[src/rtl/bus_arbiter.sv]
// -----------------------------------------------------------------------------
// bus_arbiter
//   Four-master round-robin arbiter for a shared bus. A master keeps the bus
//   for as long as it holds its request; it is never preempted. When the owner
//   drops its request, the bus passes on the same edge to the next requester
//   after the owner in rotation, so there is no idle cycle between owners. The
//   owner's address, strobe, read/write and write-data are muxed onto the
//   shared bus. A sticky flag records any single tenure that reaches TIMEOUT
//   cycles; raising it does not change arbitration.
//
// Ports
//   clk          system clock, rising edge
//   reset        synchronous, active-high
//   m_req_       [3:0]   per-master request, active-low
//   m_grnt_      [3:0]   per-master grant, active-low, registered
//   m_addr       [119:0] master word addresses, master i at [30i+29:30i]
//   m_as_        [3:0]   per-master address strobe, active-low
//   m_rw         [3:0]   per-master read/write (READ = 1, WRITE = 0)
//   m_wr_data    [127:0] master write data, master i at [32i+31:32i]
//   s_addr       [29:0]  shared-bus address of the owner (0 when idle)
//   s_as_                shared-bus address strobe (1 when idle)
//   s_rw                 shared-bus read/write (READ when idle)
//   s_wr_data    [31:0]  shared-bus write data (0 when idle)
//   owner        [1:0]   current owner index, meaningful only while busy
//   busy                 a master holds the grant
//   timeout_err          sticky: some owner held the bus TIMEOUT cycles
// -----------------------------------------------------------------------------
module bus_arbiter #(
  parameter int unsigned TIMEOUT = 255  // legal range 1..255
) (
  input  logic         clk,
  input  logic         reset,
  input  logic [3:0]   m_req_,
  output logic [3:0]   m_grnt_,
  input  logic [119:0] m_addr,
  input  logic [3:0]   m_as_,
  input  logic [3:0]   m_rw,
  input  logic [127:0] m_wr_data,
  output logic [29:0]  s_addr,
  output logic         s_as_,
  output logic         s_rw,
  output logic [31:0]  s_wr_data,
  output logic [1:0]   owner,
  output logic         busy,
  output logic         timeout_err
);

  localparam logic READ  = 1'b1;
  localparam logic WRITE = 1'b0;

  // The flag sets on the edge where the count of retained cycles reaches
  // TIMEOUT, i.e. while the registered count still reads TIMEOUT-1.
  localparam logic [7:0] HOLD_LIMIT = 8'(TIMEOUT - 1);
  localparam logic [7:0] HOLD_MAX   = 8'hFF;

  typedef enum logic {
    IDLE  = 1'b0,
    OWNED = 1'b1
  } state_t;

  state_t      state_q, state_d;
  logic [1:0]  owner_q, owner_d;
  logic [1:0]  last_q,  last_d;
  logic [7:0]  hold_q,  hold_d;
  logic        err_q,   err_d;
  logic [3:0]  grnt_q,  grnt_d;

  logic [3:0]  req;          // active-high view of the requests
  logic [1:0]  search_base;  // rotation starts one past this index
  logic [1:0]  search_idx;
  logic [1:0]  pick;
  logic        found;

  assign req = ~m_req_;

  // Round-robin search: base+1, base+2, base+3, base (mod 4). When owned the
  // base is the owner, which always equals last, so one pointer serves both.
  always_comb begin
    // NOTE: every variable written here gets a default first so no path can
    // leave it unassigned; otherwise synthesis would infer a latch.
    search_base = (state_q == OWNED) ? owner_q : last_q;
    search_idx  = '0;
    pick        = '0;
    found       = 1'b0;
    for (int i = 1; i <= 4; i++) begin
      search_idx = search_base + 2'(i);
      if (!found && req[search_idx]) begin
        found = 1'b1;
        pick  = search_idx;
      end
    end
  end

  // Next-state logic.
  always_comb begin
    state_d = state_q;
    owner_d = owner_q;
    last_d  = last_q;
    hold_d  = hold_q;
    err_d   = err_q;

    unique case (state_q)
      IDLE: begin
        hold_d = '0;
        if (found) begin
          state_d = OWNED;
          owner_d = pick;
          last_d  = pick;
        end
      end
      OWNED: begin
        if (req[owner_q]) begin
          // Owner retained: count the tenure, saturating.
          if (hold_q == HOLD_LIMIT) err_d = 1'b1;
          if (hold_q != HOLD_MAX)   hold_d = hold_q + 8'd1;
        end else if (found) begin
          // Handover on the release edge; the owner's own request is
          // already deasserted, so the search cannot return it.
          owner_d = pick;
          last_d  = pick;
          hold_d  = '0;
        end else begin
          state_d = IDLE;
          hold_d  = '0;
        end
      end
      default: state_d = IDLE;
    endcase

    grnt_d = (state_d == OWNED) ? ~(4'b0001 << owner_d) : 4'b1111;
  end

  always_ff @(posedge clk) begin
    // NOTE: state registers use non-blocking assignments so every flop samples
    // values from before the edge, independent of statement order.
    if (reset) begin
      state_q <= IDLE;
      owner_q <= 2'd0;
      last_q  <= 2'd3;      // master 0 gets first priority after reset
      hold_q  <= '0;
      err_q   <= 1'b0;
      grnt_q  <= 4'b1111;
    end else begin
      state_q <= state_d;
      owner_q <= owner_d;
      last_q  <= last_d;
      hold_q  <= hold_d;
      err_q   <= err_d;
      grnt_q  <= grnt_d;
    end
  end

  // Shared-bus mux, driven only from the owner register so a non-owner's
  // strobe can never reach the bus.
  always_comb begin
    s_addr    = '0;
    s_as_     = 1'b1;
    s_rw      = READ;
    s_wr_data = '0;
    if (state_q == OWNED) begin
      s_addr    = m_addr[30*owner_q +: 30];
      s_as_     = m_as_[owner_q];
      s_rw      = m_rw[owner_q];
      s_wr_data = m_wr_data[32*owner_q +: 32];
    end
  end

  assign m_grnt_     = grnt_q;
  assign owner       = owner_q;
  assign busy        = (state_q == OWNED);
  assign timeout_err = err_q;

  // WRITE is named for readers of the encoding; it drives nothing here.
  logic unused_write;
  assign unused_write = WRITE;

endmodule

[config.mk]
export PLATFORM = sky130hd
export DESIGN_NAME = bus_arbiter
export DESIGN_NICKNAME = d
export VERILOG_FILES = /design/src/rtl/bus_arbiter.sv
export SDC_FILE = /design/constraint.sdc
export NUM_CORES = 1
export LEC_CHECK = 0
export ABC_AREA = 0
export CORE_AREA = 2 2 131 133
export DETAILED_ROUTE_END_ITERATION = 6
export DIE_AREA = 0 0 133 135
export MAX_ROUTING_LAYER = met4
export SLEW_MARGIN = 20
export SYNTH_ARGS = -nofsm -noshare
export SYNTH_HDL_FRONTEND = slang
export SYNTH_SLANG_ARGS = --single-unit
[constraint.sdc]
create_clock -name clk -period 4.1 [get_ports clk]
set_input_delay 0.41 -clock clk [delete_from_list [all_inputs] [get_ports clk]]
set_output_delay 0.41 -clock clk [all_outputs]
set_load 0.02 [all_outputs]
# Word level (Yosys, flattened, before mapping)
# Index checks and enable logic that the tools add are counted.
dict set report word_totals {
  ram_bits 0
  wordCells 74
  register_bits 18
  output_inout_bits 72
  in_bits 262
  mem_count 0
  latch_bits 0
  mem_bits_ro 0
}
dict set report op_classes {
  n_mul 1
  n_mux 39
  div 0
  n_reduce_logical 8
  n_shift 3
  n_bitwise 4
  n_lt_le_gt_ge 5
  n_eq_ne 4
  n_addsub 4
}
# cell n
set op_table {}
lappend op_table {{128-bit by 8-bit indexed part select with 32-bit output} 1}
lappend op_table {{120-bit by 8-bit indexed part select with 30-bit output} 1}
lappend op_table {{32-bit 2-to-1 mux} 1}
lappend op_table {{30-bit 2-to-1 mux} 1}
lappend op_table {{2-bit 2-to-1 mux} 9}
lappend op_table {{8-bit 2-to-1 mux} 2}
lappend op_table {{8-bit one-hot mux with 2 select lines} 1}
lappend op_table {{2-bit by 3-bit < comparator with 1-bit output (second input constant)} 5}
lappend op_table {{1-bit 2-to-1 mux} 15}
lappend op_table {{1-bit binary-select mux with 2-bit select} 7}
lappend op_table {{8-bit by 1-bit adder with 8-bit output (second input constant)} 1}
lappend op_table {{8-bit == test (second input constant)} 1}
lappend op_table {{8-bit inequality test (second input constant)} 1}
lappend op_table {{4-bit NOT} 2}
lappend op_table {{2-bit one-hot mux with 2 select lines} 2}
lappend op_table {{4-bit by 2-bit multiplier with 6-bit output (first input constant)} 1}
lappend op_table {{2-bit adder (second input constant)} 2}
lappend op_table {{1-bit by 2-bit << shifter with 4-bit output (first input constant)} 1}
lappend op_table {{1-bit logical AND} 3}
lappend op_table {{1-bit logical NOT} 3}
lappend op_table {{3-bit by 2-bit inequality test with 1-bit output (second input constant)} 1}
lappend op_table {{3-bit AND reduction} 1}
lappend op_table {{2-bit by 1-bit adder with 2-bit output (second input constant)} 1}
lappend op_table {{2-bit inequality test (second input constant)} 1}
lappend op_table {{3 further kinds} 4}

# Longest topological paths before layout
# Gate-level depths: netlist of run 1.
dict set report depth {
  depth_word 19
  depth_mapped 6
  mapped_depth_nobuf 6
}

# Worst setup path after synthesis of run 1
# Ideal clock, no wire load.
dict set report synth_timing {
  kind {flip-flop to output port}
  start {register owner_q[0], in the netlist owner[0]}
  end {output s_wr_data[10]}
  stages_incl_launch_ff 5
  path_buffers 2
  slack_ns 1.784
  required_ns 3.690
  t_arrival_ns 1.906
  path_cell_list {dfxtp_1 -> buf_6 -> clkbuf_1 -> mux4_2 -> and2_1}
}
dict set report synth_between {
  elab_chain_len 2
}
# item line_no
set synth_rtl {}
lappend synth_rtl {{from (decl)} 62} ;# logic [1:0] owner_q, owner_d;
lappend synth_rtl {{from (signal assigned)} 145} ;# owner_q <= owner_d;
lappend synth_rtl {{128-bit by 8-bit indexed part select with 32-bit output} 164} ;# s_wr_data = m_wr_data[32*owner_q +: 32];
lappend synth_rtl {{32-bit 2-to-1 mux} 160} ;# if (state_q == OWNED) begin
lappend synth_rtl {{to (decl)} 42} ;# output logic [31:0] s_wr_data,
# Every way passes these cells.

# Final worst setup path of run 1
dict set report layout_timing {
  start {register owner_q[0], in the netlist owner[0]}
  end {output s_wr_data[23]}
}
# The elaborated chain is that of the path after synthesis.

==> impl_metrics.env, run 1 <==
export IMPL_status="complete, no violations"
export IMPL_core_area_um2=16410
export IMPL_path_cells="buf_4 -> mux4_2 -> and2_1 -> clkdlybuf4s50_1"
export IMPL_finalSetupViolCount=0
export IMPL_end_kind="primary output"
export IMPL_slew_headroom_pct=33.47
export IMPL_crit_family="buffers and inverters"
export IMPL_hold_viol_final=0
export IMPL_drt_iter0_drc=150
export IMPL_holdBufCountCts=0
export IMPL_die_w_um=133
export IMPL_cts_tree="done"
export IMPL_p_sw_share_pct=34.63
export IMPL_cp_data_required_time_ns=3.69
export IMPL_setup_tns_ns=0
export IMPL_area_delta_synth_final_pct=126.1
export IMPL_grt_max_degree=71
export IMPL_fmax_ghz=0.3453
export IMPL_antenna_found_initial=1
export IMPL_holdCritPathClass="flop to flop"
export IMPL_ant_nets=0
export IMPL_clock_skew_ns=0.002334
export IMPL_internal_power_mw=1.084
export IMPL_power_share_clock_pct=13.0
export IMPL_crit_slowest_cell="mux4_2"
export IMPL_routedWlPerCell_um=21.23
export IMPL_grt_setup_unrepaired="no"
export IMPL_syn_avg_cell_area_um2=11.55
export IMPL_clk_pin_slew_ns=0.05
export IMPL_pwr_share_comb_pct=70.0
export IMPL_drive_gt1_share_pct=14.54
export IMPL_cts_buffers=3
export IMPL_drv_cap=0
export IMPL_place_congestion=0.9309
export IMPL_boundaryPins=334
export IMPL_wirelength_um=16660
export IMPL_synth_seq_cells=18
export IMPL_cp_max_fo=20
export IMPL_netlist_area_um2=2877
export IMPL_start_util_pct=17.53
export IMPL_seqPwrFrac_pct=17.0
export IMPL_vias=3548
export IMPL_die_h_um=135
export IMPL_synth_edf_count=0
export IMPL_crit_path_start_kind="flop"
export IMPL_min_period_ns=2.896
export IMPL_slowest_delay_ns=0.56
export IMPL_dp_hpwl_um=13800
export IMPL_drtPass1Iterations=4
export IMPL_cts_resized=0
export IMPL_async_flop_share_pct=0
export IMPL_layout_nets=829
export IMPL_synthCells=249
export IMPL_seq_area_frac_synth_pct=12.53
export IMPL_final_common_cell="clkdlybuf4s50_1"
export IMPL_synthFlopType="dfxtp_1"
export IMPL_cts_sink_count=18
export IMPL_port_buffers=333
export IMPL_arrival_ns=2.49
export IMPL_vias_per_cell=4.520
export IMPL_path_buf_inv=2
export IMPL_grt_overflow=0
export IMPL_drv_slew=0
export IMPL_rows=47
export IMPL_final_area_um2=6502
export IMPL_leakage_nw=2.223
export IMPL_clock_path_buffers=2
export IMPL_place_area_um2=6411
export IMPL_final_cell_mix="clkdlybuf4s50_1, mux4_2, and2_1, nor2_1, dfxtp_1"
export IMPL_clock_root_buffer="clkbuf_16"
export IMPL_yosysUniqueCellTypes=41
export IMPL_drc=0
export IMPL_grtUsageTotal_pct=18.05
export IMPL_post_cts_buffers=0
export IMPL_clk_latency_ns=0.25
export IMPL_die_area_um2=17960
export IMPL_ys_warn_count=0
export IMPL_grt_pass1_vias=3785
export IMPL_finalCritPeriodShare_pct=70.64
export IMPL_path_class="flop to primary output"
export IMPL_peakVddDrop_v=0.0002871
export IMPL_grt_pass1_wl_um=24210
export IMPL_power_switching_mw=0.5740
export IMPL_htreeDepth=1
export IMPL_nFillCells=1561
export IMPL_worst_pin_slew_ns=0.9980
export IMPL_synth_nets=513
export IMPL_powerDensity_nw_per_um2=254.9
## metrics by stage
| step | cells | setup slack [ns] | utilization [%] | hold WS (ns) | power, mW |
|---|---|---|---|---|---|
| after floorplan | 249 | 1.784 | - | 0.4768 | 0.8838 |
| after global placement | 780 | 1.467 | 39.08 | 0.4948 | 1.435 |
| after detailed placement | 780 | 1.411 | 39.08 | 0.4748 | 1.447 |
| after CTS | 784 | 1.137 | 39.62 | 0.5043 | 1.672 |
| after global routing | 785 | 1.060 | 39.63 | 0.5412 | 1.744 |
| final | 785 | 1.204 | 39.63 | 0.4986 | 1.658 |
## flip-flops by register name, summed over array words and instances, names as in the netlist
name,cells
hold_q,8
m_grnt_,4
last_q,2
owner,2
busy,1
timeout_err,1
## kinds of logic after synthesis
group / count (synthesis) / synth area share [%]
simple gates: 107 / 22.31
mux: 71 / 53.11
buf+inv: 26 / 4.219
compound gates: 18 / 4.828
flops: 18 / 12.53
xor+xnor: 7 / 2.131
fa+ha+maj: 2 / 0.8698
## synth_stat cells (2+ instances only)
master	instances	area [um^2]
a21oi_1	3	15.01
a31oi_1	2	12.51
and2_1	62	387.9
and3_1	2	12.51
and4_1	3	26.28
buf_1	3	11.26
buf_2	7	35.03
buf_6	2	22.52
clkbuf_1	13	48.80
dfxtp_1	18	360.4
ha_1	2	25.02
mux2_4	3	45.04
mux2i_1	3	30.03
mux4_2	64	1441
nand2_1	4	15.01
nand2b_1	6	37.54
nand3b_1	3	22.52
nand4_1	3	18.77
nor2_1	16	60.06
o22ai_1	4	25.02
xnor2_1	4	35.03
xor2_1	3	26.28
## final cells by class
class,instances,area [um^2],share of cell area [%]
antenna,1,2.502,0.03848
clock buffer,4,88.84,1.366
inverter,1,3.754,0.05773
multi-input combinational,205,2395,36.83
sequential,18,369.1,5.676
tap,220,275.3,4.233
timing repair buffer,336,3368,51.80
## layer usage
layer	share of wire [%]	wire length, um	track usage, %	up-vias
met3	6.2	1030	3.341	24
met5	0	0	-	-
met4	2.1	344	3.943	0
met2	50	8376	30.92	154
met1	41	6911	22.26	1753
li1	-	-	-	1617
## power groups by stage
stage               registers (mW)  clock network [mW]  logic (mW)
global placement             0.283                   0        1.15
detailed placement           0.287                   0        1.16
finish                       0.282               0.215        1.16
global route                 0.292               0.228        1.22
CTS                          0.284               0.219        1.17
floorplan                    0.223                   0       0.661
## worst register-to-register path, cell delays in order, from the launching register on
cell,delay (ns)
dfxtp_4,1.00
mux2_4,0.37
mux2i_1,0.09
o221ai_1,0.23
o22ai_1,0.19
or4b_1,0.53
## worst paths after layout
path / from / end / slack [ns] / depth (start not counted)
setup / recovery: owner[0]$_SDFF_PP0_ / s_wr_data[23] / 1.20 / 4
hold / removal: timeout_err$_SDFFE_PP0P_ / timeout_err$_SDFFE_PP0P_ / 0.50 / 2
setup reg to reg: owner[1]$_SDFF_PP0_ / m_grnt_[3]$_SDFF_PP1_ / 1.57 / 5
hold reg to reg: timeout_err$_SDFFE_PP0P_ / timeout_err$_SDFFE_PP0P_ / 0.50 / 2
Power figures use the tool's default switching activity.
==> run 2: changes to the inputs <==
--- a/config.mk
+++ b/config.mk
@@ -6,9 +6,9 @@
 export NUM_CORES = 1
 export LEC_CHECK = 0
 export ABC_AREA = 0
-export CORE_AREA = 2 2 131 133
+export CORE_AREA = 2 2 128 130
 export DETAILED_ROUTE_END_ITERATION = 6
-export DIE_AREA = 0 0 133 135
+export DIE_AREA = 0 0 130 132
 export MAX_ROUTING_LAYER = met4
 export SLEW_MARGIN = 20
 export SYNTH_ARGS = -nofsm -noshare
==> constraint.sdc (replaced) <==
create_clock -name clk -period 2.71 [get_ports clk]
set_input_delay 0.271 -clock clk [delete_from_list [all_inputs] [get_ports clk]]
set_output_delay 0.271 -clock clk [all_outputs]
set_load 0.02 [all_outputs]
==> run 2 against run 1 <==
  * Clock power is 47% higher
  * Via count is 0.17% higher
  * Core utilization is 2.3 points higher
  * Register-to-register slack worse by 0.91 ns
  * Critical path depth stayed put
  * Hold slack better by 0.020 ns
  * Die area is 4.4% lower
  * Non-clock buffer count is 5 higher
==> impl_metrics.env, run 2 (synthesized netlist as in run 1, its figures left out) <==
export IMPL_status="complete, no violations"
export IMPL_top_layer="met4"
export IMPL_clk_pin_slew_ns=0.05
export IMPL_boundaryPins=334
export IMPL_routedWlPerCell_um=20.79
export IMPL_cts_tree="done"
export IMPL_setup_tns_ns=0
export IMPL_crit_path_start_kind="flop"
export IMPL_drt_iter0_drc=170
export IMPL_end_kind="primary output"
export IMPL_antenna_found_initial=0
export IMPL_p_sw_share_pct=34.37
export IMPL_fin_cells=785
export IMPL_grtUsageTotal_pct=18.64
export IMPL_fmax_ghz=0.3966
export IMPL_die_h_um=132
export IMPL_place_area_um2=6494
export IMPL_start_util_pct=18.31
export IMPL_clock_root_buffer="clkbuf_16"
export IMPL_final_cell_mix="clkdlybuf4s50_1, mux4_2, and2_1, nor2_1, dfxtp_1"
export IMPL_peakVddDrop_v=0.0003855
export IMPL_clk_latency_ns=0.24
export IMPL_core_area_um2=15710
export IMPL_cp_max_fo=16
export IMPL_wirelength_um=16320
export IMPL_clock_skew_ns=0.001005
export IMPL_power_switching_mw=0.8807
export IMPL_dp_hpwl_um=13810
export IMPL_cts_sink_count=18
export IMPL_grt_max_degree=37
export IMPL_final_common_cell="clkdlybuf4s50_1"
export IMPL_htreeDepth=1
export IMPL_worst_hold_slack_ns=0.5185
export IMPL_worst_pin_slew_ns=0.3483
export IMPL_cts_resized=0
export IMPL_seqPwrFrac_pct=14.2
export IMPL_port_buffers=333
export IMPL_largest_reg_flops=8
export IMPL_rows=46
export IMPL_die_area_um2=17160
export IMPL_hold_viol_final=0
export IMPL_grt_pass1_wl_um=23950
export IMPL_multi_input_area_um2=2395
export IMPL_seqCellArea_um2=369.1
export IMPL_wl_met2_um=7852
export IMPL_min_period_ns=2.522
export IMPL_final_area_um2=6583
export IMPL_grt_pass1_vias=3832
export IMPL_ant_nets=0
export IMPL_drv_slew=0
export IMPL_die_w_um=130
export IMPL_leakage_nw=2.274
export IMPL_grt_overflow=0
export IMPL_path_class="flop to primary output"
export IMPL_place_congestion=0.9480
export IMPL_drive_gt1_share_pct=16.17
export IMPL_layout_nets=834
export IMPL_clock_path_buffers=2
export IMPL_drtPass1Iterations=4
export IMPL_wl_met1_um=6602
export IMPL_post_cts_buffers=0
export IMPL_drv_cap=0
export IMPL_vias=3554
export IMPL_powerDensity_nw_per_um2=389.2
export IMPL_power_share_clock_pct=12.3
export IMPL_arrival_ns=2.25
export IMPL_holdCritPathClass="flop to flop"
export IMPL_finalSetupViolCount=0
export IMPL_vias_per_cell=4.527
export IMPL_drc=0
export IMPL_area_delta_synth_final_pct=128.8
export IMPL_slew_headroom_pct=76.12
export IMPL_internal_power_mw=1.681
export IMPL_diodes=0
export IMPL_nFillCells=1507
export IMPL_dr_wl_met3_um=1541
export IMPL_place_inst=781
export IMPL_regMostFlops="hold_q"
export IMPL_pwr_share_comb_pct=73.5
export IMPL_cp_data_required_time_ns=2.44
export IMPL_finalCritPeriodShare_pct=93.05
export IMPL_grt_setup_unrepaired="no"
export IMPL_cts_buffers=3
export IMPL_holdBufCountCts=0
==> run 2: critical path, stage by stage (launching register included) <==
cell and delay (ns):
dfxtp_4 0.51, buf_12 0.22, mux4_2 0.52, and2_1 0.17
clkdlybuf4s50_1 0.57
==> run 2: worst paths after layout <==
check / startpoint / to / slack (ns) / depth (start not counted)
hold / removal: hold_q[7]$_SDFFE_PP0P_ / hold_q[7]$_SDFFE_PP0P_ / 0.52 / 2
hold reg to reg: hold_q[7]$_SDFFE_PP0P_ / hold_q[7]$_SDFFE_PP0P_ / 0.52 / 2
setup / recovery: owner[0]$_SDFF_PP0_ / s_wr_data[30] / 0.19 / 4
setup reg to reg: owner[1]$_SDFF_PP0_ / m_grnt_[3]$_SDFF_PP1_ / 0.66 / 5
==> run 2: final cells by class <==
type	instances	share of cell area, %
sequential	18	5.607
tap	216	4.106
multi-input combinational	205	36.38
timing repair buffer	341	52.50
clock buffer	4	1.350
inverter	1	0.05702
==> run 2: routing by layer <==
layer,vias up,GRT usage (%)
li1,1628,-
met4,0,3.763
met1,1723,23.07
met2,181,30.42
met5,-,-
met3,22,5.195
==> run 2: metrics by stage <==
stage | power [mW] | worst slack [ns] | utilization (%)
after floorplan | 1.337 | 0.5327 | -
after global placement | 2.244 | 0.4619 | 41.33
after detailed placement | 2.262 | 0.3965 | 41.33
after CTS | 2.595 | 0.1707 | 41.89
after global routing | 2.706 | 0.1122 | 41.89
final | 2.562 | 0.1883 | 41.89
==> run 2: power groups by stage <==
stage / Clock (mW) / Sequential [mW] / Combinational [mW]
floorplan: 0 / 0.337 / 1.00
global placement: 0 / 0.370 / 1.87
finish: 0.316 / 0.364 / 1.88
detailed placement: 0 / 0.372 / 1.89
global route: 0.337 / 0.370 / 2.00
CTS: 0.324 / 0.368 / 1.90
==> edit 1: new RTL, settings of run 2 <==
`hold_q` no longer has a reset.
--- a/src/rtl/bus_arbiter.sv
+++ b/src/rtl/bus_arbiter.sv
@@ -139,3 +139,2 @@
       last_q  <= 2'd3;      // master 0 gets first priority after reset
-      hold_q  <= '0;
       err_q   <= 1'b0;
@@ -146,3 +145,2 @@
       last_q  <= last_d;
-      hold_q  <= hold_d;
       err_q   <= err_d;
@@ -150,2 +148,6 @@
     end
+  end
+
+  always_ff @(posedge clk) begin
+    hold_q <= hold_d;
   end
Behaviour: same outputs for any inputs over 10 cycles, from zero or initial values and one cycle with reset high; that may be too few to reach the edited logic, so the function may still have changed.
==> edit 1 against run 2 <==
Non-clock buffer count increased by 2; total power decreased by 2.0%; wire length increased by 15%; sequential share of layout area increased by 1.2 points; final area increased by 0.30%; sequential cell count unchanged; setup slack got worse by 0.065 ns; synthesized area increased by 2.3%; critical endpoint is now s_addr[9].
==> edit 1: results (changes against run 2) <==
status: finished, final reports clean
Worst-path clk slew: 0.05 ns (about the same)
CTS root buffer: clkbuf_16
max reg flops: 8 (unchanged)
PostCTS Resize Cnt: 0 (unchanged)
Synth Area in Adders: 0.00850 (-0.000196)
fill count: 1521 (+0.93%)
most flop-heavy register: hold_q
GRT Util Overall: 0.215 (+0.0283)
mux contribution to synthesized area: 0.522 (-0.00899)
XOR/XNOR Fraction of Synth Area: 0.0119 (-0.00941)
ys async rst share: 0 (unchanged)
min-delay worst type: reg -> reg
Synth Area in Compound Gates: 0.0438 (-0.00449)
Mapped Nets: 508 (-0.97%)
clock insertion delay at the later pin of the skew report: 0.25 ns
Final nets: 831 (-0.36%)
critical path peak fanout: 14 (-2)
vias in the first global route: 3874 (+1.1%)
Max stage delay on crit path: 0.56 ns
main area contributors after synthesis: mux4_2 (49%), and2_1 (14%), edfxtp_1 (8.2%)
P_leak: 2.31 nW (+1.7%)
DR pass1 iterations: 4 (unchanged)
Fin Clk Skew: 0.00161 ns (+0.000607 ns)
Post-Route WL: 18800 um (+15%)
Slowest-stage cell, CP: mux4_2
Max VDD drop: 0.185 mV (-52%)
1st-iter DRT viols: 181 (+6.5%)
Setup Fix Bufs, Post-CTS: 0 (unchanged)
maximum root-to-sink buffer count: 2 (unchanged)
post-DP HPWL: 16200 um (+17%)
Inserted Clock Buffers: 3 (unchanged)
first-pass GRT wire length: 26100 um (+9.0%)
arrival time worst endpoint: 2.32 ns (+0.07 ns)
dominant synthesized flop cell: dfxtp_1
top post-synthesis cells by count: and2_1 (65), mux4_2 (64), nor2_1 (12)
Yosys cell types: 38 (-7.3%)
Post-synth EDFFs: 8 (+8)
delay-heaviest family, CP: buffers and inverters
antenna violations before repair: 6 (+6)
I/O Buffers: 333 (unchanged)
largest net degree at the start of global routing: 50 (+35%)
placer congestion estimate: 0.991 (+4.5%)
CTS H-tree lvls: 1 (unchanged)
Slew headroom: 0.699 (-0.0621)
Seq/Total Area, Yosys: 0.150 (+0.0244)
via-per-instance ratio: 4.56 (+0.66%)
layout cells sized above 1: 0.170 (+0.00792)
synth warn: 0 (unchanged)
Placed Area: 6500 sq um (about the same)
## edit 1: worst paths after layout
check / startpoint / to / slack (ns) / cells after the start
setup / recovery: owner[0]$_SDFF_PP0_ / s_addr[9] / 0.12 / 4
hold reg to reg: timeout_err$_SDFFE_PP0P_ / timeout_err$_SDFFE_PP0P_ / 0.52 / 2
hold / removal: timeout_err$_SDFFE_PP0P_ / timeout_err$_SDFFE_PP0P_ / 0.52 / 2
setup reg to reg: owner[1]$_SDFF_PP0_ / hold_q[4]$_SDFFCE_PN0P_ / 0.52 / 4
## edit 1: worst register-to-register path, delay by kind of cell (launching register included)
| kind | cells | cell delay, ns |
|---|---|---|
| muxes | 1 | 0.39 |
| DFF | 1 | 0.59 |
| AOI/OAI and AO/OA | 1 | 0.20 |
| and+or+nand+nor | 2 | 0.66 |
## edit 1: final cells by class
cell class                 count  area (sq um)  share of cell area
timing repair buffer         343          3440               0.521
multi-input combinational    199          2330               0.353
sequential                    18           449              0.0680
tap                          216           270              0.0409
clock buffer                   4          88.8              0.0135
antenna                        6          15.0             0.00227
inverter                       2          7.51             0.00114
## edit 1: kinds of logic (layout without fill, tap and decap cells)
kind of cell    after synthesis  after routing
flops                        18             18
compound gates               17             17
other cells                   0              6
simple gates                105            105
xor+xnor                      4              4
mux                          71             71
fa+ha+maj                     2              2
buf+inv                      27            349
## edit 1: power breakdown
| part | switching, W | internal [W] |
|---|---|---|
| combinational | 0.000721 | 0.00109 |
| clock | 0.000104 | 0.000225 |
| sequential | 0.0000575 | 0.000312 |
| total | 0.000883 | 0.00163 |
## edit 1: metrics by stage
step / utilization / setup WS (ns) / hold slack [ns] / std cells
after floorplan: - / 0.764 / 0.343 / 244
after global placement: 0.414 / 0.399 / 0.484 / 778
after detailed placement: 0.414 / 0.377 / 0.479 / 778
after CTS: 0.419 / 0.0965 / 0.512 / 782
after global routing: 0.420 / 0.0173 / 0.587 / 788
final: 0.420 / 0.124 / 0.521 / 788
## edit 1: per-layer routing
layer,vias to the layer above,share of wire,global-route usage
li1,1605,-,-
met2,180,0.45,0.325
met3,15,0.11,0.0759
met4,0,0.011,0.0382
met1,1791,0.43,0.280
met5,-,0,-
==> edit 2: new RTL, settings of run 2 <==
Made on the original files. Change the parameter `TIMEOUT` from 255 to 191.
--- a/src/rtl/bus_arbiter.sv
+++ b/src/rtl/bus_arbiter.sv
@@ -28,3 +28,3 @@
 module bus_arbiter #(
-  parameter int unsigned TIMEOUT = 255  // legal range 1..255
+  parameter int unsigned TIMEOUT = 191  // legal range 1..255
 ) (
Check against the original RTL: no difference found for any inputs over 4 cycles, from zero or initial values and one cycle with reset high; that may be too few to reach the edited logic, so the function may still have changed.
==> edit 2 against run 2 <==
Total power fell by 13%; sequential cell count did not move; critical path type unchanged; largest power group unchanged; final area rose by 0.48%; setup slack got worse by 0.031 ns; synthesized area rose by 1.3%; global-route usage rose by 0.18 points; highest routed layer unchanged; wire length rose by 2.3%; worst hold slack got worse by 0.019 ns.
==> edit 2: results (changes against run 2) <==
GR Layer Usage met3: 0.0353 (-0.0166)
Max VDD drop: 0.310 mV (-19%)
first-pass GRT wire length: 23900 um (unchanged)
Synth Area in Compound Gates: 0.0524 (+0.00408)
arrival time worst endpoint: 2.28 ns (+0.03 ns)
reg2reg start: busy$_SDFF_PP0_
FF-to-FF path depth: 5 (unchanged)
Seq/Total Area, Yosys: 0.124 (-0.00167)
min-delay src: timeout_err$_SDFFE_PP0P_
placer congestion estimate: 1.03 (+8.1%)
Place WS: 0.291 ns (-0.106 ns)
status: finished, final reports clean
reg2reg setup slack: 0.61 ns (-0.05 ns)
Synth Area in Adders: 0.00858 (-0.000116)
min-delay worst type: reg -> reg
vias in the first global route: 3819 (-0.34%)
CTS root buffer: clkbuf_16
critical path peak fanout: 30 (+14)
post-DP HPWL: 14100 um (+1.8%)
mux contribution to synthesized area: 0.533 (+0.00152)
1st-iter DRT viols: 181 (+6.5%)
Fin Clk Skew: 0.00330 ns (+0.00230 ns)
main area contributors after synthesis: mux4_2 (50%), and2_1 (14%), dfxtp_1 (12%)
Post-Route WL: 16700 um (+2.3%)
Routed met2 length: 8430 um (+7.3%)
CP endpoint: s_addr[11]
I/O Buffers: 333 (unchanged)
largest net degree at the start of global routing: 36 (-2.7%)
Placed Area: 6530 sq um (+0.48%)
Crit Path Category: reg -> out
period utilisation layout: 0.942 (+0.0116)
max reg flops: 8 (unchanged)
hold endpoint: timeout_err$_SDFFE_PP0P_
Slew headroom: 0.731 (-0.0297)
Final nets: 841 (+0.84%)
CTS H-tree lvls: 1 (unchanged)
synth warn: 0 (unchanged)
Inserted Clock Buffers: 3 (unchanged)
P_leak: 2.28 nW (+0.38%)
layout cells sized above 1: 0.151 (-0.0106)
PostCTS Resize Cnt: 0 (unchanged)
XOR/XNOR Fraction of Synth Area: 0.00901 (-0.0123)
Post-synth EDFFs: 0 (unchanged)
via-per-instance ratio: 4.59 (+1.3%)
Mapped Nets: 521 (+1.6%)
GR Util met2: 0.326 (+0.0221)
met1 Use GR: 0.223 (-0.00804)
antenna violations before repair: 0 (unchanged)
GRT Util Overall: 0.188 (+0.00175)
Setup Fix Bufs, Post-CTS: 0 (unchanged)
DR pass1 iterations: 4 (unchanged)
top post-synthesis cells by count: mux4_2 (65), and2_1 (64), dfxtp_1 (18)
Yosys cell types: 41 (unchanged)
maximum root-to-sink buffer count: 2 (unchanged)
M1 WL: 6480 um (-1.8%)
DR WL met3: 1400 um (-9.1%)
[edit 2: per-stage QoR]
stage	hold WS [ns]	instances	total power (W)	utilization
global route	0.553	792	0.00233	0.421
floorplan	0.343	257	0.00110	-
CTS	0.491	792	0.00225	0.421
global placement	0.475	788	0.00189	0.415
finish	0.500	792	0.00222	0.421
detailed placement	0.461	788	0.00190	0.415
[edit 2: report_power, final]
group          switching [W]  internal, W  leakage [nW]
sequential         0.0000309     0.000286         0.149
clock               0.000106     0.000225        0.0442
combinational       0.000596     0.000976          2.09
total               0.000733      0.00149          2.28
[edit 2: final cells by class]
cell class	instances	area [sq um]
clock buffer	4	88.8
fill	1469	9100
inverter	3	11.3
multi-input combinational	211	2430
sequential	18	369
tap	216	270
timing repair buffer	340	3450
[edit 2: worst max-delay path: stages, from the launching register on]
cell	delay [ns]
dfxtp_4	0.45
buf_12	0.28
mux4_2	0.53
and2_1	0.18
clkdlybuf4s50_1	0.57
